[config.mk]
export PLATFORM = sky130hd
export DESIGN_NAME = regwb
export DESIGN_NICKNAME = d
export VERILOG_FILES = /design/src/rtl/regwb.sv
export SDC_FILE = /design/constraint.sdc
export NUM_CORES = 1
export LEC_CHECK = 0
export ABC_AREA = 0
export CAP_MARGIN = 20
export CORE_ASPECT_RATIO = 0.6
export CORE_MARGIN = 2
export CORE_UTILIZATION = 53
export CTS_CLUSTER_SIZE = 28
export DETAILED_ROUTE_END_ITERATION = 6
export GPL_ROUTABILITY_DRIVEN = 0
export GPL_TIMING_DRIVEN = 0
export PLACE_DENSITY = 0.8
export SYNTH_ARGS = -nofsm -noshare
export SYNTH_HDL_FRONTEND = slang
export SYNTH_SLANG_ARGS = --single-unit
[constraint.sdc]
create_clock -name clk -period 7.4 [get_ports clk]
set_input_delay 1.48 -clock clk [delete_from_list [all_inputs] [get_ports clk]]
set_output_delay 1.48 -clock clk [all_outputs]
set_load 0.005 [all_outputs]
[src/rtl/regwb.sv]
// Write-back queue: buffers execute/load results in a small FIFO and retires
// at most one registered write per cycle to the global or local register file.
package regwb_pkg;
  typedef struct packed {
    logic        enable;
    logic [7:0]  addr;
    logic [63:0] data;
  } regwrite_t;
endpackage

module regwb #(
  parameter int DEPTH = 4
) (
  input  logic                     clk,
  input  logic                     reset,
  input  logic                     a_valid,
  output logic                     a_ready,
  input  logic                     a_local,
  input  logic [7:0]               a_addr,
  input  logic [63:0]              a_data,
  input  logic                     m_valid,
  output logic                     m_ready,
  input  logic                     m_local,
  input  logic [7:0]               m_addr,
  input  logic [63:0]              m_data,
  input  logic                     hold,
  output regwb_pkg::regwrite_t     gregw,
  output regwb_pkg::regwrite_t     lregw,
  input  logic                     q_local,
  input  logic [7:0]               q_addr,
  output logic                     q_pending,
  output logic [$clog2(DEPTH):0]   count
);
  localparam int PW = $clog2(DEPTH);
  localparam int CW = PW + 1;
  localparam logic [CW-1:0] FULL = CW'(DEPTH);

  logic [PW-1:0] wr_ptr;
  logic [PW-1:0] rd_ptr;
  logic          mem_local [DEPTH];
  logic [7:0]    mem_addr  [DEPTH];
  logic [63:0]   mem_data  [DEPTH];

  logic          not_full;
  logic          push_m;
  logic          push_a;
  logic          push;
  logic          pop;
  logic          in_local;
  logic [7:0]    in_addr;
  logic [63:0]   in_data;

  always_comb begin
    not_full = (count < FULL);
    m_ready  = ~reset & not_full;
    a_ready  = ~reset & not_full & ~m_valid;
    push_m   = m_valid & m_ready;
    push_a   = a_valid & a_ready;
    push     = push_m | push_a;
    pop      = (count != '0) & ~hold;
    in_local = push_m ? m_local : a_local;
    in_addr  = push_m ? m_addr  : a_addr;
    in_data  = push_m ? m_data  : a_data;
  end

  always_ff @(posedge clk or posedge reset) begin
    if (reset) begin
      wr_ptr <= '0;
      rd_ptr <= '0;
      count  <= '0;
    end else begin
      if (push) wr_ptr <= wr_ptr + PW'(1);
      if (pop)  rd_ptr <= rd_ptr + PW'(1);
      case ({push, pop})
        2'b10:   count <= count + CW'(1);
        2'b01:   count <= count - CW'(1);
        default: count <= count;
      endcase
    end
  end

  // Storage needs no reset: occupancy is tracked by count/rd_ptr alone.
  always_ff @(posedge clk) begin
    if (push) begin
      mem_local[wr_ptr] <= in_local;
      mem_addr[wr_ptr]  <= in_addr;
      mem_data[wr_ptr]  <= in_data;
    end
  end

  always_ff @(posedge clk or posedge reset) begin
    if (reset) begin
      gregw <= '0;
      lregw <= '0;
    end else begin
      gregw.enable <= 1'b0;
      lregw.enable <= 1'b0;
      if (pop) begin
        if (mem_local[rd_ptr])
          lregw <= '{enable: 1'b1, addr: mem_addr[rd_ptr], data: mem_data[rd_ptr]};
        else
          gregw <= '{enable: 1'b1, addr: mem_addr[rd_ptr], data: mem_data[rd_ptr]};
      end
    end
  end

  // Slot i is occupied when its distance from the head is below count.
  always_comb begin
    logic [PW-1:0] off;
    off = '0;
    q_pending = (gregw.enable & ~q_local & (gregw.addr == q_addr)) |
                (lregw.enable &  q_local & (lregw.addr == q_addr));
    for (int i = 0; i < DEPTH; i++) begin
      off = PW'(i) - rd_ptr;
      if (({1'b0, off} < count) && (mem_local[i] == q_local) && (mem_addr[i] == q_addr))
        q_pending = 1'b1;
    end
  end
endmodule

==> results.cfg, run 1 <==
[cts]
path_clk_slew_ns = 0.07
postCtsHoldBufs = 0
clk_latency_ns = 0.54
cts.sinks = 445
tritoncts = yes
ctsHtreeMaxLevel = 2
clockBufferDepth = 3
cts-root-buf = clkbuf_16
cts_setup_buffers = 0
ctsResizeCount = 0
cts_inserted_buffers = 40

[sta]
finalSetupTns_ns = 0
setup_viol = 0
max-slew-margin-rel = 0.284
period_share = 0.703
hold_ws_ns = 0.506
maxSlewViolCount = 0
worstMarginPinSlew_ns = 1.07
period_needed_ns = 5.20
fmax_ghz = 0.192
hold_violations = 0
fin_worst_skew_ns = 0.0187
rsz0062_at_grt = false

[worst_setup_path]
worst-setup-path-type = reg -> out
r2r_end = mem_data[0][25]
crit_cells = 11
crit_path_frequent_cell = buf_2
slowest_stage = or4_1
rrSetupSlack_ns = 4.55
cpPeakStageDelay_ns = 0.49
crit_required_ns = 5.92
cp.arrival_ns = 3.72
reg2regPathDepth = 6
crit_chain = buf_6 > buf_2 > buf_2 > xnor2_1 > inv_1 > ha_1 > a21oi_1 > o2111ai_1 > nor4_1 > or4_1 > clkdlybuf4s50_1
crit_fanout = 10
rr_startpoint = count[2]
critPathLaunchType = flop
path_buf_inv = 5
crit_family = buffers and inverters
end_kind = primary output

[power]
p_leak_nw = 8.56
vdd_drop_max_mv = 0.277
p_per_area_nw_per_um2 = 400

[logic_synthesis]
synth_seq_cells = 445
yosys.cell_types.count = 38
ys_async_sr_fraction = 0.344
ys_warn_count = 0
ys_seq_area_frac = 0.689
synth_cells = 913
ys.flop_type = edfxtp_1
synth_area_um2 = 18300
syn_area_per_cell_um2 = 20.0
synth-edff-count = 292
syn_nets = 1083

[global_route]
grt_remaining_overflow = 0
first_global_vias = 10300
grt_first_pass_wirelength_um = 63100
antenna_found_initial = 0
grt_max_degree = 101
track_usage = 0.234

[worst_hold_path]
hp-start = lregw[22]
holdPathEnd = lregw[22]
hold_class = reg -> reg
min_path_cells = 1

[final_layout]
nNetsFinal = 1432
mostFrequentLayoutCells = clkdlybuf4s50_1 (302), edfxtp_1 (292), dfrtp_1 (153), mux2_2 (148), mux4_2 (73)
area_growth_pct = 28.4
drive_above_1_share = 0.317
antennaDiodeCount = 0
mostFrequentLayoutCell = clkdlybuf4s50_1
finish.utilization = 0.694

[detailed_routing]
vias = 9697
wl_per_cell_um = 23.7
ant_nets = 0
via_per_inst = 5.53
dr.pass1.iters = 4
drc_errors = 0
dr.first_iter.drc_count = 733
routed_wl_um = 41600

[floorplanning]
die_area_um2 = 36000
fp-row-count = 52
ios = 312
core-area_um2 = 33800
die_height_um = 148
start_util = 0.540
fp.dieW_um = 244

[run]
cap_violations = 0

[placed_design]
dp_hpwl_um = 28500
portBuffers = 302

[run_status]
status = finished, final reports clean
==> cell families (layout without fill, tap and decap cells) <==
group | count (synthesis) | after routing | share of synthesized area
adder cells (fa/ha/maj) | 10 | 10 | 0.00726
AO/OA/AOI/OAI | 16 | 16 | 0.00616
multiplexers | 290 | 290 | 0.238
buffers and inverters | 63 | 444 | 0.0222
XOR/XNOR | 56 | 56 | 0.0268
AND/OR/NAND/NOR | 33 | 33 | 0.0103
flip-flops | 445 | 445 | 0.689
==> sequential cells by signal, indices dropped and copies added (netlist names) <==
name       flops
mem_data     256
lregw         73
wr_ptr         2
mem_local      4
gregw         73
mem_addr      32
rd_ptr         2
count          3
==> metal layers <==
layer  wire length (µm)  vias up  track usage
li1                   -     4255            -
met1              18600     5053        0.346
met2              19600      346        0.368
met3               2870       43       0.0487
met4                578        0       0.0454
met5                  0        -            0
==> cell usage after synthesis (all sizes together) (3+ instances only) <==
| library cell | n | area [µm²] |
|---|---|---|
| ha | 9 | 113 |
| nor3 | 5 | 30.0 |
| a21oi | 3 | 15.0 |
| inv | 13 | 48.8 |
| mux4 | 73 | 1640 |
| nor4 | 6 | 37.5 |
| dfrtp | 153 | 3830 |
| xor2 | 29 | 254 |
| clkbuf | 7 | 26.3 |
| nor2 | 5 | 18.8 |
| and2 | 5 | 31.3 |
| edfxtp | 292 | 8770 |
| o2111ai | 3 | 26.3 |
| mux2 | 217 | 2700 |
| nand2 | 4 | 17.5 |
| buf | 43 | 330 |
| xnor2 | 27 | 236 |
==> worst max-delay path by stage <==
stage	startpoint	to	slack, ns
6_report	rd_ptr[0]	q_pending	2.20
4_1_cts	rd_ptr[0]	q_pending	2.11
3_5_place_dp	q_addr[6]	q_pending	2.45
3_3_place_gp	reset	gregw[15]	-0.60
2_1_floorplan	reset	count[0]	1.80
5_1_grt	rd_ptr[0]	q_pending	1.97
==> worst register-to-register path, cell delays in order (launching register included) <==
cell	delay, ns
dfrtp_1	0.38
buf_2	0.18
nor2_1	0.16
and2_1	0.15
clkbuf_1	0.79
buf_2	0.50
mux2_2	0.45
==> through the flow <==
step	area, µm²	std cells	power, W	setup slack, ns
finish	23500	1753	0.00939	2.20
detailed placement	22000	1679	0.00721	2.45
floorplan	18300	913	0.00562	1.80
CTS	23500	1753	0.00949	2.11
global placement	21900	1674	0.00709	-0.596
global route	23500	1753	0.00983	1.97
==> report_power, final <==
part	total [W]	leakage, nW	switching, W	internal, W
combinational	0.00346	3.41	0.00139	0.00207
sequential	0.00368	4.45	0.000338	0.00334
clock	0.00225	0.710	0.000911	0.00134
==> cell type report <==
cell class              count  area [µm²]
plain buffers              50         357
clock buffers              53        1140
clock inverters            21         299
fillers                  2168       10400
inverters                  13        56.3
multi-input cells         405        5280
flip-flops and latches    445       12600
well taps                 459         574
repair buffers            307        3160
Power figures use the tool's default switching activity.
==> inputs of run 2 (changes only) <==
- CORE_UTILIZATION: 53 -> 48
- PLACE_DENSITY: 0.8 -> 0.76
- clock period: 7.4 -> 4.5 ns (I/O delays scaled with it)
==> results.cfg, run 2 (same netlist as run 1, synthesis figures left out) <==
[run_status]
status = finished, final reports clean

[cts]
ctsHtreeMaxLevel = 2
clockBufferDepth = 3
clk_latency_ns = 0.54
cts-root-buf = clkbuf_16
path_clk_slew_ns = 0.06
cts_setup_buffers = 0
cts.sinks = 445
tritoncts = yes
cts_inserted_buffers = 41

[sta]
setup_slack_ns = 0.139
setup_viol = 0
worstMarginPinSlew_ns = 0.972
hold_violations = 0
max-slew-margin-rel = 0.352
period_share = 0.969
fmax_ghz = 0.229
rsz0062_at_grt = false
fin_worst_skew_ns = 0.0211
hold_ws_ns = 0.505
period_needed_ns = 4.36
maxSlewViolCount = 0

[global_route]
grt_max_degree = 45
grt_first_pass_wirelength_um = 64400
first_global_vias = 10300
antenna_found_initial = 0
grt_remaining_overflow = 0
track_usage = 0.216

[worst_setup_path]
r2r_end = mem_data[1][30]
crit_chain = buf_2 > inv_1 > ha_1 > a21boi_0 > o21bai_1 > and4_1 > a31o_2 > or4_1 > clkdlybuf4s50_1
end_kind = primary output
slowest_stage = or4_1
cp.arrival_ns = 3.46
critPathLaunchType = flop
cpPeakStageDelay_ns = 0.55
rrSetupSlack_ns = 1.69
reg2regPathDepth = 6
rr_startpoint = count[2]
worst-setup-path-type = reg -> out
crit_required_ns = 3.60
crit_fanout = 10

[floorplanning]
fp-row-count = 55
die_height_um = 155
fp.dieW_um = 256
ios = 312
die_area_um2 = 39700
core-area_um2 = 37600
start_util = 0.486

[power]
clock_power_share = 0.232
comb_power_share = 0.375
p_leak_nw = 8.57
pwr-share-seq = 0.392
p_per_area_nw_per_um2 = 652
switchingPower_w = 0.00434
vdd_drop_max_mv = 0.419
p_sw_frac = 0.283
p_int_w = 0.0110

[final_layout]
regMostFlops = mem_data
drive_above_1_share = 0.319
antennaDiodeCount = 0
finish.utilization = 0.627
area_growth_pct = 29.0
mostFrequentLayoutCell = clkdlybuf4s50_1
largest_reg_flops = 256
nNetsFinal = 1435
mostFrequentLayoutCells = clkdlybuf4s50_1 (302), edfxtp_1 (292), dfrtp_1 (153), mux2_2 (148), mux4_2 (73)
reg_top3 = mem_data x256, gregw x73, lregw x73

[detailed_routing]
routed_wl_um = 41900
dr.pass1.iters = 5
dr.first_iter.drc_count = 635
ant_nets = 0
vias = 9742
via_per_inst = 5.38
wl_per_cell_um = 23.1
drc_errors = 0

[worst_hold_path]
hold_class = reg -> reg
hp-start = lregw[25]
min_path_cells = 1
holdPathEnd = lregw[25]

[placed_design]
dp_hpwl_um = 28800
pre_cts_ws_ns = 0.268
portBuffers = 302

[run]
cap_violations = 0
## run 2: cell type report
| class | count | area (µm²) |
|---|---|---|
| Clock buffer | 60 | 1240 |
| Timing Repair Buffer | 309 | 3190 |
| Tap cell | 513 | 642 |
| Sequential cell | 445 | 12600 |
| Multi-Input combinational cell | 405 | 5310 |
| Inverter | 13 | 52.6 |
| Fill cell | 2666 | 14000 |
| Clock inverter | 16 | 158 |
| Buffer | 50 | 374 |
## run 2: routing by layer
metal / up-vias / GRT usage / wire, µm
met5: - / 0 / 0
met4: 0 / 0.0468 / 676
met3: 56 / 0.0468 / 2600
met2: 324 / 0.331 / 19100
met1: 5112 / 0.320 / 19400
li1: 4250 / - / -
## run 2: how the worst max path moves through the flow
stage | startpoint | endpoint | slack, ns | depth (start not counted)
6_report | rd_ptr[1] | q_pending | 0.14 | 9
5_1_grt | rd_ptr[1] | q_pending | 0.02 | 9
4_1_cts | rd_ptr[0] | q_pending | 0.05 | 11
3_5_place_dp | rd_ptr[0] | q_pending | 0.27 | 11
3_3_place_gp | reset | mem_data[1][21] | -1.04 | 4
2_1_floorplan | reset | mem_addr[0][0] | 0.99 | 3
## run 2: power by group through the flow
stage | sequential, W | combinational [W] | clock [W]
floorplan | 0.00606 | 0.00318 | 0
global placement | 0.00611 | 0.00561 | 0
detailed placement | 0.00610 | 0.00579 | 0
CTS | 0.00603 | 0.00584 | 0.00365
global route | 0.00614 | 0.00617 | 0.00384
finish | 0.00603 | 0.00576 | 0.00357
## run 2: worst max-delay path, delay by kind of cell, from the launching register on
family / cells / cell delay [ns]
adders and majority gates: 1 / 0.30
DFF: 1 / 0.42
buffers and inverters: 3 / 0.90
AOI/OAI and AO/OA: 3 / 0.58
and+or+nand+nor: 2 / 0.72
## run 2: stage by stage
step | instance area [µm²] | cells | TNS (ns) | total power [W]
after floorplan | 18300 | 913 | 0 | 0.00924
after global placement | 21900 | 1728 | -295.94 | 0.0117
after detailed placement | 22100 | 1735 | 0 | 0.0119
after CTS | 23500 | 1811 | 0 | 0.0155
after global routing | 23600 | 1811 | 0 | 0.0161
final | 23600 | 1811 | 0 | 0.0154
## run 2: timing repair
action / CTS / global route
hold endpoints to repair: 0 / 0
cloned: 0 / 0
pin swaps: 0 / 1
gates resized for setup: 6 / 4
setup endpoints to repair: 1 / 1
hold buffers: 0 / 0
==> inputs of run 3 (changes only) <==
==> constraint.sdc (replaced) <==
create_clock -name clk -period 4.5 [get_ports clk]
set_input_delay 0.9 -clock clk [delete_from_list [all_inputs] [get_ports clk]]
set_output_delay 0.9 -clock clk [all_outputs]
set_load 0.05 [all_outputs]
==> results.cfg, run 3 (same netlist as run 1, synthesis figures left out) <==
[sta]
worstMarginPinSlew_ns = 0.951
rsz0062_at_grt = false
fin_worst_skew_ns = 0.0221
period_share = 0.955
maxSlewViolCount = 0
max-slew-margin-rel = 0.366
setup_viol = 0
fmax_ghz = 0.233
period_needed_ns = 4.30
hold_violations = 0

[global_route]
antenna_found_initial = 0
track_usage = 0.216
grt_max_degree = 45
grt_remaining_overflow = 0
grt_first_pass_wirelength_um = 64500
first_global_vias = 10300

[detailed_routing]
ant_nets = 0
drc_errors = 0
routed_wl_um = 41800
dr.pass1.iters = 7
via_per_inst = 5.39
dr.first_iter.drc_count = 635
wl_per_cell_um = 23.1
vias = 9770

[worst_setup_path]
path_buf_inv = 5
crit_fanout = 10
end_kind = primary output
crit_family = buffers and inverters
crit_required_ns = 3.60
worst-setup-path-type = reg -> out
cpPeakStageDelay_ns = 0.51
critPathLaunchType = flop
slowest_stage = or4_1
cp.arrival_ns = 3.40
crit_chain = buf_6 > buf_4 > buf_6 > xnor2_1 > inv_1 > ha_1 > a21oi_1 > o2111ai_2 > nor4_2 > or4_1 > clkdlybuf4s18_2
crit_path_frequent_cell = buf_6

[run]
cap_violations = 0

[floorplanning]
fp-row-count = 55
ios = 312
fp.dieW_um = 256
start_util = 0.486
die_height_um = 155
core-area_um2 = 37600
die_area_um2 = 39700

[final_layout]
drive_above_1_share = 0.319
mostFrequentLayoutCells = clkdlybuf4s50_1 (301), edfxtp_1 (292), dfrtp_1 (153), mux2_2 (148), mux4_2 (73)
area_growth_pct = 28.8
post-route-cell-area_um2 = 23500
reg_top3 = mem_data x256, gregw x73, lregw x73
antennaDiodeCount = 0
mostFrequentLayoutCell = clkdlybuf4s50_1
stdcell_count = 1811
regMostFlops = mem_data
nNetsFinal = 1435
largest_reg_flops = 256

[placed_design]
dpl.cell_count = 1735
portBuffers = 302
dp_hpwl_um = 28800
placed_area_um2 = 22100

[cts]
path_clk_slew_ns = 0.06
cts-root-buf = clkbuf_16
cts.sinks = 445
clockBufferDepth = 3
clk_latency_ns = 0.55
postCtsHoldBufs = 0
cts_inserted_buffers = 41
tritoncts = yes
ctsHtreeMaxLevel = 2

[run_status]
status = finished, final reports clean

[power]
vdd_drop_max_mv = 0.519
p_total_w = 0.0178
p_leak_nw = 8.56
p_per_area_nw_per_um2 = 754

[worst_hold_path]
hold_class = reg -> reg
-- run 3: cell types whose count changed in the layout (fill, tap and decap cells not counted) --
cell and delta:
clkdlybuf4s50_1 -1, buf_4 +1, buf_8 -1, xnor2_1 +1, nor4_2 +1, clkdlybuf4s18_2 +1
xnor2_2 -1, nor4_4 -1
-- run 3: final timing paths --
| path | startpoint | end | slack (ns) | depth (start not counted) |
|---|---|---|---|---|
| max reg2reg | count[2] | mem_data[2][25] | 1.70 | 6 |
| min | lregw[25] | lregw[25] | 0.51 | 1 |
| min reg2reg | lregw[25] | lregw[25] | 0.51 | 1 |
| max in group asynchronous | reset | lregw[32] | 2.80 | 3 |
| max | rd_ptr[0] | q_pending | 0.20 | 11 |
| min in group asynchronous | reset | lregw[62] | 0.97 | 2 |
-- run 3: layout make-up --
type | count | area (µm²)
Buffer | 50 | 367
Multi-Input combinational cell | 405 | 5290
Inverter | 13 | 52.6
Clock inverter | 16 | 158
Timing Repair Buffer | 309 | 3190
Fill cell | 2669 | 14000
Sequential cell | 445 | 12600
Clock buffer | 60 | 1240
Tap cell | 513 | 642
-- run 3: report_power, final --
group | leakage [nW] | internal, W | switching [W]
sequential | 4.45 | 0.00549 | 0.000537
combinational | 3.42 | 0.00342 | 0.00473
clock | 0.691 | 0.00210 | 0.00148
-- run 3: metrics by stage --
stage	TNS (ns)	hold WS, ns	setup slack [ns]	util
finish	0	0.505	0.200	0.627
global route	0	0.517	0.00876	0.627
CTS	0	0.507	0.0337	0.626
detailed placement	-0.0338	0.492	-0.0338	0.589
global placement	-295.94	0.490	-1.04	0.584
floorplan	0	0.580	0.370	-
-- run 3: layer usage --
| layer | share of wire | GRT usage | vias up |
|---|---|---|---|
| met1 | 0.46 | 0.320 | 5139 |
| met3 | 0.061 | 0.0468 | 57 |
| met2 | 0.46 | 0.330 | 322 |
| li1 | - | - | 4252 |
| met4 | 0.017 | 0.0496 | 0 |
| met5 | 0 | 0 | - |
-- run 3: repair_timing --
action / 4_1_cts / 5_1_grt
resized for setup: 6 / 4
setup buffers: 0 / 0
setup endpoints to repair: 1 / 1
hold endpoints to repair: 0 / 0
